File: src/rtl/spi_note_decoder.sv
// SPI mode-0 slave that turns 3-byte MIDI-style note frames into single-cycle note events
// and returns a {DEVICE_ID, frame_count, error_count} status word on MISO.
module spi_note_decoder #(
  parameter int         NUM_VOICES   = 64,
  parameter logic [3:0] MIDI_CHANNEL = 4'd0,
  parameter bit         OMNI         = 1'b0,
  parameter logic [7:0] DEVICE_ID    = 8'hA5
) (
  input  logic       i_clk,
  input  logic       i_reset,
  input  logic       i_spi_sclk,
  input  logic       i_spi_mosi,
  input  logic       i_spi_cs_n,
  output logic       o_spi_miso,
  output logic       o_SPI_flag,
  output logic       o_SPI_note_status,
  output logic [7:0] o_SPI_voice_index,
  output logic [6:0] o_SPI_velocity,
  output logic       o_frame_error
);

  typedef enum logic [1:0] {IDLE, RECV, CHECK} state_e;

  localparam logic [8:0] NV = 9'(NUM_VOICES);

  // [0] metastability stage, [1] synchronised value, [2] history for edge detection
  logic [2:0]  sclk_sync_q, sclk_sync_d;
  logic [2:0]  cs_sync_q, cs_sync_d;
  logic [1:0]  mosi_sync_q, mosi_sync_d;

  state_e      state_q, state_d;
  logic [4:0]  bit_cnt_q, bit_cnt_d;
  logic [23:0] rx_q, rx_d;
  logic [22:0] miso_sr_q, miso_sr_d;
  logic        miso_q, miso_d;
  logic        flag_q, flag_d;
  logic        err_q, err_d;
  logic        note_q, note_d;
  logic [7:0]  voice_q, voice_d;
  logic [6:0]  vel_q, vel_d;
  logic [7:0]  frame_cnt_q, frame_cnt_d;
  logic [7:0]  error_cnt_q, error_cnt_d;

  logic sclk_rise, sclk_fall, cs_fall, cs_rise, cs_high, frame_ok;

  always_comb begin
    sclk_sync_d = {sclk_sync_q[1:0], i_spi_sclk};
    cs_sync_d   = {cs_sync_q[1:0], i_spi_cs_n};
    mosi_sync_d = {mosi_sync_q[0], i_spi_mosi};
  end

  assign sclk_rise = sclk_sync_q[1] & ~sclk_sync_q[2];
  assign sclk_fall = ~sclk_sync_q[1] & sclk_sync_q[2];
  assign cs_fall   = ~cs_sync_q[1] & cs_sync_q[2];
  assign cs_rise   = cs_sync_q[1] & ~cs_sync_q[2];
  assign cs_high   = cs_sync_q[1];

  assign frame_ok = (bit_cnt_q == 5'd24)
                  && ((rx_q[23:20] == 4'h9) || (rx_q[23:20] == 4'h8))
                  && (OMNI || (rx_q[19:16] == MIDI_CHANNEL))
                  && ({1'b0, rx_q[15:8]} < NV)
                  && !rx_q[7];

  always_comb begin
    state_d     = state_q;
    bit_cnt_d   = bit_cnt_q;
    rx_d        = rx_q;
    miso_sr_d   = miso_sr_q;
    miso_d      = miso_q;
    flag_d      = 1'b0;
    err_d       = 1'b0;
    note_d      = note_q;
    voice_d     = voice_q;
    vel_d       = vel_q;
    frame_cnt_d = frame_cnt_q;
    error_cnt_d = error_cnt_q;

    case (state_q)
      IDLE: begin
        if (cs_fall) state_d = RECV;
      end
      RECV: begin
        if (cs_rise) begin
          state_d = CHECK;
          if (frame_ok) begin
            flag_d      = 1'b1;
            note_d      = (rx_q[23:20] == 4'h9) && (rx_q[6:0] != 7'd0);
            voice_d     = rx_q[15:8];
            vel_d       = rx_q[6:0];
            frame_cnt_d = frame_cnt_q + 8'd1;
          end else begin
            err_d       = 1'b1;
            error_cnt_d = error_cnt_q + 8'd1;
          end
        end else if (!cs_high) begin
          if (sclk_rise) begin
            rx_d = {rx_q[22:0], mosi_sync_q[1]};
            if (bit_cnt_q != 5'd25) bit_cnt_d = bit_cnt_q + 5'd1;
          end
          if (sclk_fall) begin
            miso_d    = miso_sr_q[22];
            miso_sr_d = {miso_sr_q[21:0], 1'b0};
          end
        end
      end
      CHECK: begin
        // a select that drops right after the previous frame is picked up here
        state_d = cs_fall ? RECV : IDLE;
      end
      default: state_d = IDLE;
    endcase

    // counters were already bumped on the closing edge, so CHECK sees fresh values
    if (cs_fall && (state_q != RECV)) begin
      bit_cnt_d = 5'd0;
      miso_d    = DEVICE_ID[7];
      miso_sr_d = {DEVICE_ID[6:0], frame_cnt_q, error_cnt_q};
    end

    if (cs_high) miso_d = 1'b0;
  end

  always_ff @(posedge i_clk or posedge i_reset) begin
    if (i_reset) begin
      sclk_sync_q <= 3'b000;
      cs_sync_q   <= 3'b000;
      mosi_sync_q <= 2'b00;
      state_q     <= IDLE;
      bit_cnt_q   <= 5'd0;
      rx_q        <= 24'd0;
      miso_sr_q   <= 23'd0;
      miso_q      <= 1'b0;
      flag_q      <= 1'b0;
      err_q       <= 1'b0;
      note_q      <= 1'b0;
      voice_q     <= 8'd0;
      vel_q       <= 7'd0;
      frame_cnt_q <= 8'd0;
      error_cnt_q <= 8'd0;
    end else begin
      sclk_sync_q <= sclk_sync_d;
      cs_sync_q   <= cs_sync_d;
      mosi_sync_q <= mosi_sync_d;
      state_q     <= state_d;
      bit_cnt_q   <= bit_cnt_d;
      rx_q        <= rx_d;
      miso_sr_q   <= miso_sr_d;
      miso_q      <= miso_d;
      flag_q      <= flag_d;
      err_q       <= err_d;
      note_q      <= note_d;
      voice_q     <= voice_d;
      vel_q       <= vel_d;
      frame_cnt_q <= frame_cnt_d;
      error_cnt_q <= error_cnt_d;
    end
  end

  assign o_spi_miso        = miso_q;
  assign o_SPI_flag        = flag_q;
  assign o_SPI_note_status = note_q;
  assign o_SPI_voice_index = voice_q;
  assign o_SPI_velocity    = vel_q;
  assign o_frame_error     = err_q;

endmodule

File: config.mk
export PLATFORM = sky130hd
export DESIGN_NAME = spi_note_decoder
export DESIGN_NICKNAME = d
export VERILOG_FILES = /design/src/rtl/spi_note_decoder.sv
export SDC_FILE = /design/constraint.sdc
export NUM_CORES = 1
export LEC_CHECK = 0
export CORE_ASPECT_RATIO = 1.4
export CORE_MARGIN = 4
export CORE_UTILIZATION = 55
export CTS_BUF_LIST = sky130_fd_sc_hd__clkbuf_8
export DETAILED_ROUTE_END_ITERATION = 8
export GPL_TIMING_DRIVEN = 0
export PLACE_DENSITY = 0.85
export SLEW_MARGIN = 10
export SYNTH_ARGS = -nofsm -noshare
export SYNTH_HDL_FRONTEND = slang
export SYNTH_SLANG_ARGS = --single-unit
File: constraint.sdc
create_clock -name i_clk -period 7.8 [get_ports i_clk]
set_clock_uncertainty 0.2 [all_clocks]
set_input_delay 1.17 -clock i_clk [delete_from_list [all_inputs] [get_ports i_clk]]
set_output_delay 1.17 -clock i_clk [all_outputs]
set_load 0.1 [all_outputs]
* Word level (Yosys, flattened, before mapping)
Cells that the tools add are included.
** Word-level totals
- Bits in registers :: 97
- Output and inout bits :: 19
- Word-level logic and storage cells :: 91
** Cells by class
- Add/subtract/negate cells :: 3
- Magnitude comparators :: 1
- Equal/unequal tests :: 12
- Muxes and demuxes :: 26
- Bitwise operators :: 10
- Reduce and logical (&&, ||, !) cells :: 24
** Operators by type and width (count)
- 2-to-1 mux 23 bit :: 5
- 2-to-1 mux 5 bit :: 6
- adder 8 x 1 -> 8 bit, second input constant :: 2
- 2-to-1 mux 1 bit :: 12
- AND reduction 3 bit :: 3
- == test 4 bit, second input constant :: 2
- < comparator 8 x 7 -> 1 bit, second input constant :: 1
- AND reduction 4 bit :: 2
- nonzero test 2 bit :: 4
- nonzero test 7 bit :: 1
- logical AND 1 bit :: 6
- != test 2 x 1 -> 1 bit, second input constant :: 3
- NOT 1 bit :: 6
- one-hot mux 2 bit (3 select lines) :: 1
- nonzero test 3 bit :: 2
- adder 5 x 1 -> 5 bit, second input constant :: 1
- == test 5 bit, second input constant :: 1
- != test 5 bit, second input constant :: 1
- AND reduction 5 bit :: 1
- bitwise AND 1 bit :: 4
- logical NOT 4 bit :: 1
- 2-to-1 mux 2 bit :: 2
- != test 2 bit, second input constant :: 2
- != test 3 x 2 -> 1 bit, second input constant :: 1
- 6 further kinds :: 6

* Logic depth before layout (Yosys ltp)
Gate-level depths: netlist (run 1).
- Depth after elaboration :: 9
- Depth in mapped cells :: 7
- Mapped depth without buffers :: 6

* Least setup slack after synthesis (run 1)
OpenSTA, ideal clock, no wires.
- Path type :: register to output
- Start point :: register miso_q (netlist: o_spi_miso)
- End point :: output port o_spi_miso
- Arrival :: 897 ps
- Path slack :: 5533 ps
- Stages on the path, launching flop included :: 1
- Path buffers :: 0
- Cells stage by stage :: dfrtp_1
** RTL lines
- start: declaration :: line 35 : logic miso_q, miso_d;
- start signal: assignment :: line 148 : miso_q <= miso_d;
- end: declaration :: line 14 : output logic o_spi_miso,
No word-level cell between the ends.

* Final worst setup path (run 1)
- Start point :: register vel_q[3] (netlist: o_SPI_velocity[3])
- End point :: output port o_SPI_velocity[3]
** RTL lines
- start: declaration :: line 40 : logic [6:0] vel_q, vel_d;
- start signal: assignment :: line 153 : vel_q <= vel_d;
- end: declaration :: line 18 : output logic [6:0] o_SPI_velocity,
No word-level cell between the ends.

==> run metrics, run 1 <==
sum of overflow across all layers after global routing 0; PostCTS Resize Cnt 0; Vert. Die Dim 111 um; post-layout total power 1.03 mW; worst hold path stage count 0; Pwr Density 221 mW/mm^2; Post-synth EDFFs 0; DPL Wire Length 4.90 mm; Max rail drop VDD 149 uV; sequential group share of total power 58.5%; register cell area after layout 0.00243 mm^2; first-pass GRT wire length 12.0 mm; dominant combinational cell family by area after synthesis multiplexers; leakage power of the design 2.35 nW; clock share of power 26.7%; total CTS buffers 9; final hold vios 0; clock latency reported for the late side of the worst-skew pair 360 ps; pin count of the biggest net entering global routing 60; number of distinct library cells after synthesis 41; path class of the lowest-slack min-delay path reg2reg; final setup vio count 0; share of cells above drive strength 1 30.0%; vias per inst 5.36; commonest cells after routing, fill and taps aside sky130_fd_sc_hd__dfrtp_1 (97), sky130_fd_sc_hd__mux2_2 (64), sky130_fd_sc_hd__clkdlybuf4s50_1 (23); CP Capture Type primary output; combinational group share of total power 14.8%; Total Die Area 0.00899 mm^2; highest attainable clock frequency 0.309 GHz; relative slew slack 34.7%; Final #Nets 340; measured slew at the worst slew-check pin 977 ps; cts-stage hold buffer count 0; maximum single-stage delay on the critical path 1140 ps; drt first-iter violations 166; number of antenna repair diodes 0; simple-gate share of the synthesized area 9.90%; most frequent standard cell in the layout excluding fill and tap cells sky130_fd_sc_hd__dfrtp_1; clock tree from TritonCTS yes; post-synthesis xor/xnor area fraction 3.39%; Setup TNS 0 ps; startpoint of the lowest-slack hold path mosi_sync_q[0]; share of synthesized area spent on multiplexers 21.5%; GRT Resource Usage Total 17.4%; startpoint type of the worst setup path flip-flop; post-synthesis instance total 295; fin cells 430; count of vias placed by the detailed router 2303; depth of the CTS H-tree 3; Crit path buffers/inverters 1; register clock-pin slew on the reported worst setup and hold paths 70 ps; share of the yosys chip area belonging to registers 58.7%; startpoint of the most critical setup path o_SPI_velocity[3]; syn_area_per_cell 14.0 um^2; family of cells with the greatest summed delay on the critical path buffers and inverters; area of the multi-input gates 0.00157 mm^2; type of the worst setup path reg2out; critical path arrival 1860 ps; internal power 0.765 mW; remaining routing DRC violations 0; Reg-to-Reg Start bit_cnt_q[0]; final routed wire length divided by cell count 15.6 um; placed cells 416; Post-Syn Area 0.00413 mm^2; number of placement rows 37; DRT antenna net count 0; net switching power 0.267 mW; area of the core 0.00731 mm^2; sequence of cells on the critical path clkdlybuf4s50_1; number of input and output port buffers inserted 23; setup repair after global routing missed its margin no; I/O pin count 24; filler instances 567; number of nets in the synthesized netlist 305; final routed wirelength across all metal layers 6.69 mm; maximum count of clock buffers along a single path 2; final max-slew violation count 0; Area growth, synth to finish 13.0%; horizontal die dimension 81.3 um; last weighted congestion value of the routability-driven placer 0.833; YS warnings 0; Worst Path Max Fanout 2; required time worst endpoint 6430 ps; number of storage elements in the synthesis netlist 97; switching fraction of total power 25.9%; crit share post-route 41.4%; via count of the first global-routing pass 2558; TritonRoute pass-1 iters 4; fraction of synthesis flops using an asynchronous set or reset pin 100%; fraction of the mapped netlist area in adder cells 1.51%; Synth Area in Compound Gates 1.66%; master cell of the clock root buffer sky130_fd_sc_hd__clkbuf_8; Post-CTS Setup Repair Bufs 0; result of the run complete, no violations; leading register cell type out of synthesis sky130_fd_sc_hd__dfrtp_1; initial antenna violation count 0; post-route minimum period 3230 ps; Starting Density 56.5%; max capacitance violation total 0; Register-to-Register Path Depth 7; stages on the worst setup path 1; TritonCTS Sinks 97; worst-path cell with the longest stage delay sky130_fd_sc_hd__clkdlybuf4s50_1
## sequential cells by signal, summed over array words and instances, names as in the netlist
| signal | count |
|---|---|
| bit_cnt_q | 5 |
| cs_sync_q | 3 |
| error_cnt_q | 8 |
| frame_cnt_q | 8 |
| miso_sr_q | 23 |
| mosi_sync_q | 2 |
| o_SPI_flag | 1 |
| o_SPI_note_status | 1 |
| o_SPI_velocity | 7 |
| o_SPI_voice_index | 8 |
| o_frame_error | 1 |
| o_spi_miso | 1 |
| rx_q | 24 |
| sclk_sync_q | 3 |
| state_q | 2 |
## layout make-up
type,instances,share of cell area [%]
sequential,97,52.0
multi-input combinational,174,33.6
timing repair buffer,24,5.36
clock buffer,11,3.24
tap,97,2.60
buffer,11,1.90
inverter,13,1.10
clock inverter,3,0.241
## layer usage
metal  GRT usage, %  vias up  routed length (um)
li1               -     1093                   -
met1           20.9     1152                2710
met2           28.9       41                3630
met3           5.06       17                 178
met4           6.88        0                 177
met5              0        -                   0
## metrics by stage
stage	worst slack, ps	hold WS, ps	utilization (%)	area (um^2)
CTS	4550	158	63.9	4670
finish	4570	153	63.9	4670
global placement	2610	133	61.3	4490
global route	4510	162	63.9	4670
floorplan	3900	131	-	4130
detailed placement	4950	140	61.6	4510
## synthesized netlist by cell type, drive strengths merged, types with 4 or more instances
master	n	area share, %
mux2i	7	1.7
nor2	7	1.1
nor4	4	0.76
nor2b	4	0.61
ha	5	1.5
inv	13	1.2
nand3	11	1.3
mux2	72	20
nand2	14	1.3
buf	11	2.1
xor2	9	1.9
nor3	8	0.97
xnor2	7	1.5
dfrtp	97	59
## path summary, 6_finish.rpt
kind | to | slack [ps]
max | o_SPI_velocity[3] | 4570
min | mosi_sync_q[1] | 150
max reg2reg | o_SPI_velocity[1] | 5360
min reg2reg | mosi_sync_q[1] | 150
max in group asynchronous | miso_sr_q[14] | 5670
min in group asynchronous | o_SPI_voice_index[7] | 1090
## cell families (layout without fill, tap and decap cells)
kind of cell,Yosys count,count (layout)
XOR/XNOR,16,16
AND/OR/NAND/NOR,65,65
AO/OA/AOI/OAI,9,9
flip-flops,97,97
multiplexers,79,79
buffers and inverters,24,62
adder cells (fa/ha/maj),5,5
## power groups by stage
stage                     combinational, mW  sequential, mW  clock (mW)
after floorplan                       0.118           0.607           0
after global placement                0.147           0.609           0
after detailed placement              0.155           0.614           0
after CTS                             0.156           0.603       0.284
after global routing                  0.173           0.611       0.305
final                                 0.152           0.604       0.276
(Power assumes the default switching activity.)
==> run 2: changes to the inputs <==
--- a/config.mk
+++ b/config.mk
@@ -11,7 +11,7 @@
 export CTS_BUF_LIST = sky130_fd_sc_hd__clkbuf_8
 export DETAILED_ROUTE_END_ITERATION = 8
 export GPL_TIMING_DRIVEN = 0
-export PLACE_DENSITY = 0.85
+export PLACE_DENSITY = 0.88
 export SLEW_MARGIN = 10
 export SYNTH_ARGS = -nofsm -noshare
 export SYNTH_HDL_FRONTEND = slang
==> constraint.sdc (replaced) <==
create_clock -name i_clk -period 2.65 [get_ports i_clk]
set_clock_uncertainty 0.2 [all_clocks]
set_input_delay 0.3975 -clock i_clk [delete_from_list [all_inputs] [get_ports i_clk]]
set_output_delay 0.3975 -clock i_clk [all_outputs]
set_load 0.1 [all_outputs]
==> run 2 against run 1 <==
Cell count up 0.47%. Sequential power grew to 2.9 times the previous value. Design area rose by 1.6%. Register-to-register slack got worse by 5200 ps. Largest cell class unchanged.
==> run metrics, run 2 (synthesis gave the netlist of run 1 again) <==
path class of the lowest-slack min-delay path reg2reg; final max-slew violation count 0; worst setup timing slack at the placement stage 180 ps; max capacitance violation total 0; commonest cells after routing, fill and taps aside sky130_fd_sc_hd__dfrtp_1 (97), sky130_fd_sc_hd__mux2_2 (64), sky130_fd_sc_hd__clkdlybuf4s50_1 (23); hold path endpoint mosi_sync_q[1]; I/O pin count 24; initial antenna violation count 0; Max rail drop VDD 487 uV; crit share post-route 92.9%; DRT antenna net count 0; type of the worst setup path reg2reg; horizontal die dimension 81.3 um; drt first-iter violations 112; area of the core 0.00731 mm^2; final setup vio count 0; startpoint of the lowest-slack hold path mosi_sync_q[0]; via count of the first global-routing pass 2555; post-route minimum period 2460 ps; clock tree from TritonCTS yes; Vert. Die Dim 111 um; pin count of the biggest net entering global routing 41; smallest setup slack after layout 187 ps; number of input and output port buffers inserted 23; final routed wire length divided by cell count 15.8 um; startpoint type of the worst setup path flip-flop; DPL Wire Length 4.72 mm; filler instances 560; cts-stage hold buffer count 0; Biggest register rx_q; maximum count of clock buffers along a single path 2; worst reg2reg endpoint o_SPI_velocity[1]; Post-CTS Setup Repair Bufs 0; sum of overflow across all layers after global routing 0; remaining routing DRC violations 0; most frequent standard cell in the layout excluding fill and tap cells sky130_fd_sc_hd__dfrtp_1; TritonRoute pass-1 iters 4; Final #Nets 341; clock latency reported for the late side of the worst-skew pair 360 ps; Pwr Density 690 mW/mm^2; post-layout total power 3.28 mW; critical path arrival 2510 ps; total CTS buffers 9; first-pass GRT wire length 12.2 mm; Post-Layout Inst Area 0.00475 mm^2; Starting Density 56.5%; TritonCTS Sinks 97; master cell of the clock root buffer sky130_fd_sc_hd__clkbuf_8; Register-to-Register Path Depth 7; Reg-to-Reg Start bit_cnt_q[0]; share of cells above drive strength 1 31.3%; final hold vios 0; number of flip-flops in the largest register 24; depth of the CTS H-tree 3; number of antenna repair diodes 0; result of the run complete, no violations; Worst Path Max Fanout 10; relative slew slack 34.8%; vias per inst 5.39; highest attainable clock frequency 0.406 GHz; GRT Resource Usage Total 17.6%; register clock-pin slew on the reported worst setup and hold paths 90 ps; required time worst endpoint 2690 ps; worst hold path stage count 0; top flop regs rx_q: 24 flops, miso_sr_q: 23 flops; count of vias placed by the detailed router 2329; last weighted congestion value of the routability-driven placer 0.731; leakage power of the design 2.36 nW; Total Die Area 0.00899 mm^2; measured slew at the worst slew-check pin 976 ps; setup repair after global routing missed its margin no; CP Capture Type flip-flop; final routed wirelength across all metal layers 6.83 mm; PostCTS Resize Cnt 0; Placed Area 0.00453 mm^2; setup slack, reg-to-reg 190 ps; Area growth, synth to finish 14.8%; number of placement rows 37
[run 2: changes by cell type in the layout (fill, tap and decap cells not counted), sizes merged]
cell      before  now
bufinv         0    2
buf           12   13
inv           16   12
clkinvlp       0    3
clkbuf        11   10
clkinv         0    1
[run 2: power by group]
part	total (mW)	internal [mW]	leakage, nW	switching, mW
registers	1.77	1.64	1.31	0.131
logic	0.458	0.238	0.950	0.220
clock network	1.04	0.550	0.104	0.494
[run 2: cell type report]
type	instances	area [um^2]	share of cell area, %
Buffer	11	88.8	1.87
Clock buffer	10	138	2.90
Clock inverter	5	80.1	1.69
Inverter	13	52.6	1.11
Multi-Input combinational cell	174	1570	33.1
Sequential cell	97	2430	51.1
Tap cell	97	121	2.56
Timing Repair Buffer	25	270	5.69
[run 2: how the worst max path moves through the flow]
stage | startpoint | endpoint | slack [ps] | cells after the start
after floorplan | bit_cnt_q[0] | o_SPI_note_status | 570 | 7
after global placement | i_reset | o_SPI_voice_index[3] | -1 | 2
after detailed placement | bit_cnt_q[0] | frame_cnt_q[1] | 180 | 7
after CTS | o_SPI_velocity[4] | o_SPI_velocity[4] | 160 | 1
after global routing | bit_cnt_q[0] | o_SPI_velocity[6] | 70 | 7
final | bit_cnt_q[0] | o_SPI_velocity[1] | 190 | 7
[run 2: worst max-delay path, stage by stage, from the launching register on]
cell,delay (ps)
sky130_fd_sc_hd__dfrtp_1,450
sky130_fd_sc_hd__inv_1,80
sky130_fd_sc_hd__ha_1,190
sky130_fd_sc_hd__nor4b_2,290
sky130_fd_sc_hd__nand4_2,320
sky130_fd_sc_hd__nor2_8,300
sky130_fd_sc_hd__buf_8,180
sky130_fd_sc_hd__mux2_1,320
[run 2: metrics by stage]
| stage | setup TNS (ps) | hold WS, ps | utilization (%) | instances |
|---|---|---|---|---|
| after floorplan | 0 | 131 | - | 295 |
| after global placement | -11.1 | 132 | 61.4 | 415 |
| after detailed placement | 0 | 137 | 61.9 | 417 |
| after CTS | 0 | 156 | 64.9 | 432 |
| after global routing | 0 | 170 | 64.9 | 432 |
| final | 0 | 152 | 64.9 | 432 |
[run 2: metal layers]
metal	GRT usage [%]	up-vias	share of wire, %
li1	-	1096	-
met2	29.4	36	54
met1	21.6	1185	40
met4	8.34	0	2.7
met5	0	-	0
met3	3.34	12	2.8
==> run 3: changes to the inputs <==
==> constraint.sdc (replaced) <==
create_clock -name i_clk -period 2 [get_ports i_clk]
set_clock_uncertainty 0.2 [all_clocks]
set_input_delay 0.3 -clock i_clk [delete_from_list [all_inputs] [get_ports i_clk]]
set_output_delay 0.3 -clock i_clk [all_outputs]
set_load 0.05 [all_outputs]
==> run 3 against run 2 <==
The flow now finishes with violations (negative setup slack). Largest power group unchanged. Utilization up 5.0 points. Setup slack lost 280 ps. Via count increased by 7.6%. Register-to-register slack lost 280 ps. Worst hold slack gained 5.9 ps. Critical path type unchanged. Sequential cell count unchanged. Clock-buffer cell count stayed put.
==> run metrics, run 3 (synthesis gave the netlist of run 1 again) <==
TritonCTS Sinks 97; number of input and output port buffers inserted 23; I/O pin count 24; post-route minimum period 2090 ps; cts-stage hold buffer count 0; fin cells 459; initial antenna violation count 0; register clock-pin slew on the reported worst setup and hold paths 90 ps; DPL Wire Length 4.84 mm; drt first-iter violations 133; pin count of the biggest net entering global routing 39; most frequent standard cell in the layout excluding fill and tap cells sky130_fd_sc_hd__dfrtp_1; type of the worst setup path reg2reg; DRT antenna net count 0; top flop regs rx_q: 24 flops, miso_sr_q: 23 flops; max capacitance violation total 0; commonest cells after routing, fill and taps aside sky130_fd_sc_hd__dfrtp_1 (96), sky130_fd_sc_hd__mux2_2 (57), sky130_fd_sc_hd__buf_4 (20); sum of overflow across all layers after global routing 0; internal power 3.18 mW; final hold vios 0; switching fraction of total power 26.8%; Biggest register rx_q; Crit path buffers/inverters 3; smallest setup slack after layout -92.9 ps; setup repair after global routing missed its margin yes; final setup vio count 20; Total Die Area 0.00899 mm^2; Max rail drop VDD 595 uV; area of the core 0.00731 mm^2; horizontal die dimension 81.3 um; clock tree from TritonCTS yes; highest attainable clock frequency 0.478 GHz; Pwr Density 848 mW/mm^2; maximum single-stage delay on the critical path 400 ps; Area growth, synth to finish 23.7%; family of cells with the greatest summed delay on the critical path simple AND/OR/NAND/NOR gates; vias per inst 5.46; CP Capture Type flip-flop; worst setup timing slack at the placement stage -362 ps; crit share post-route 105%; worst-path cell with the longest stage delay sky130_fd_sc_hd__dfrtp_1; sequential group share of total power 54.3%; relative slew slack 48.9%; total CTS buffers 9; Worst Path Max Fanout 5; share of cells above drive strength 1 41.7%; GRT Resource Usage Total 19.5%; startpoint type of the worst setup path flip-flop; critical path arrival 2200 ps; sequence of cells on the critical path inv_2 > ha_4 > nor4b_4 > nand4_4 > buf_4 > buf_6 > nor4_2 > xnor2_1; Starting Density 56.5%; remaining routing DRC violations 0; master cell of the clock root buffer sky130_fd_sc_hd__clkbuf_8; number of antenna repair diodes 0; final routed wirelength across all metal layers 8.06 mm; combinational group share of total power 16.5%; clock latency reported for the late side of the worst-skew pair 370 ps; number of placement rows 37; count of vias placed by the detailed router 2507; TritonRoute pass-1 iters 4; number of flip-flops in the largest register 24; maximum count of clock buffers along a single path 2; leakage power of the design 2.61 nW; violations in the final reports negative setup slack; required time worst endpoint 2110 ps; final routed wire length divided by cell count 17.6 um; placed cells 417; depth of the CTS H-tree 3; last weighted congestion value of the routability-driven placer 0.792; Vert. Die Dim 111 um; final max-slew violation count 0; path class of the lowest-slack min-delay path in2reg; via count of the first global-routing pass 2727; first-pass GRT wire length 13.2 mm; Final #Nets 367; measured slew at the worst slew-check pin 765 ps; result of the run complete, but fails checks; clock share of power 29.2%; net switching power 1.16 mW
==> run 3: cell types whose count changed in the layout (fill, tap and decap cells not counted), sizes merged <==
cell / before / now
clkbuf: 10 / 14
buf: 13 / 35
clkinv: 1 / 4
clkdlybuf4s50: 23 / 4
dlymetal6s2s: 0 / 1
inv: 12 / 11
bufinv: 2 / 1
dlygate4sd2: 0 / 18
==> run 3: path summary, 6_finish.rpt <==
| kind | start | endpoint | slack (ps) | cells past startpoint |
|---|---|---|---|---|
| max | bit_cnt_q[1] | frame_cnt_q[5] | -90 | 8 |
| min | i_spi_mosi | mosi_sync_q[0] | 160 | 1 |
| max reg2reg | bit_cnt_q[1] | frame_cnt_q[5] | -90 | 8 |
| min reg2reg | cs_sync_q[0] | cs_sync_q[1] | 160 | 0 |
| max in group asynchronous | i_reset | rx_q[16] | 780 | 3 |
| min in group asynchronous | i_reset | bit_cnt_q[1] | 210 | 2 |
==> run 3: layer usage <==
layer  GRT usage [%]  wire length [um]
met2            33.1              4550
met4            12.1               240
met1            22.4              3080
met5               0                 0
met3            3.10               189
==> run 3: metrics by stage <==
| stage | util [%] | cell area [um^2] | TNS [ps] | hold WS, ps | total power, mW |
|---|---|---|---|---|---|
| after floorplan | - | 4160 | -229 | 131 | 2.82 |
| after global placement | 61.6 | 4510 | -58830 | 133 | 2.94 |
| after detailed placement | 62.2 | 4550 | -7190 | 140 | 2.99 |
| after CTS | 68.1 | 4980 | -800 | 155 | 4.30 |
| after global routing | 69.9 | 5110 | -2920 | 167 | 4.55 |
| final | 69.9 | 5110 | -1100 | 158 | 4.34 |
==> run 3: timing repair <==
| item | in CTS | in global routing |
|---|---|---|
| pin swaps | 6 | 5 |
| buffers inserted | 17 | 8 |
| cloned | 2 | 0 |
| gates resized for setup | 49 | 22 |
| setup endpoints to repair | 80 | 60 |
==> run 3: final cells by class <==
type | instances | area, um^2
multi-input combinational | 174 | 1710
clock buffer | 10 | 138
fill | 491 | 2200
inverter | 13 | 56.3
timing repair buffer | 52 | 500
tap | 97 | 121
clock inverter | 6 | 57.6
buffer | 10 | 105
sequential | 97 | 2430
==> run 3: power groups by stage <==
stage / logic, mW / clock network (mW) / registers [mW]
floorplan: 0.471 / 0 / 2.35
global placement: 0.568 / 0 / 2.37
detailed placement: 0.602 / 0 / 2.39
CTS: 0.668 / 1.28 / 2.35
global route: 0.794 / 1.37 / 2.39
finish: 0.715 / 1.27 / 2.35
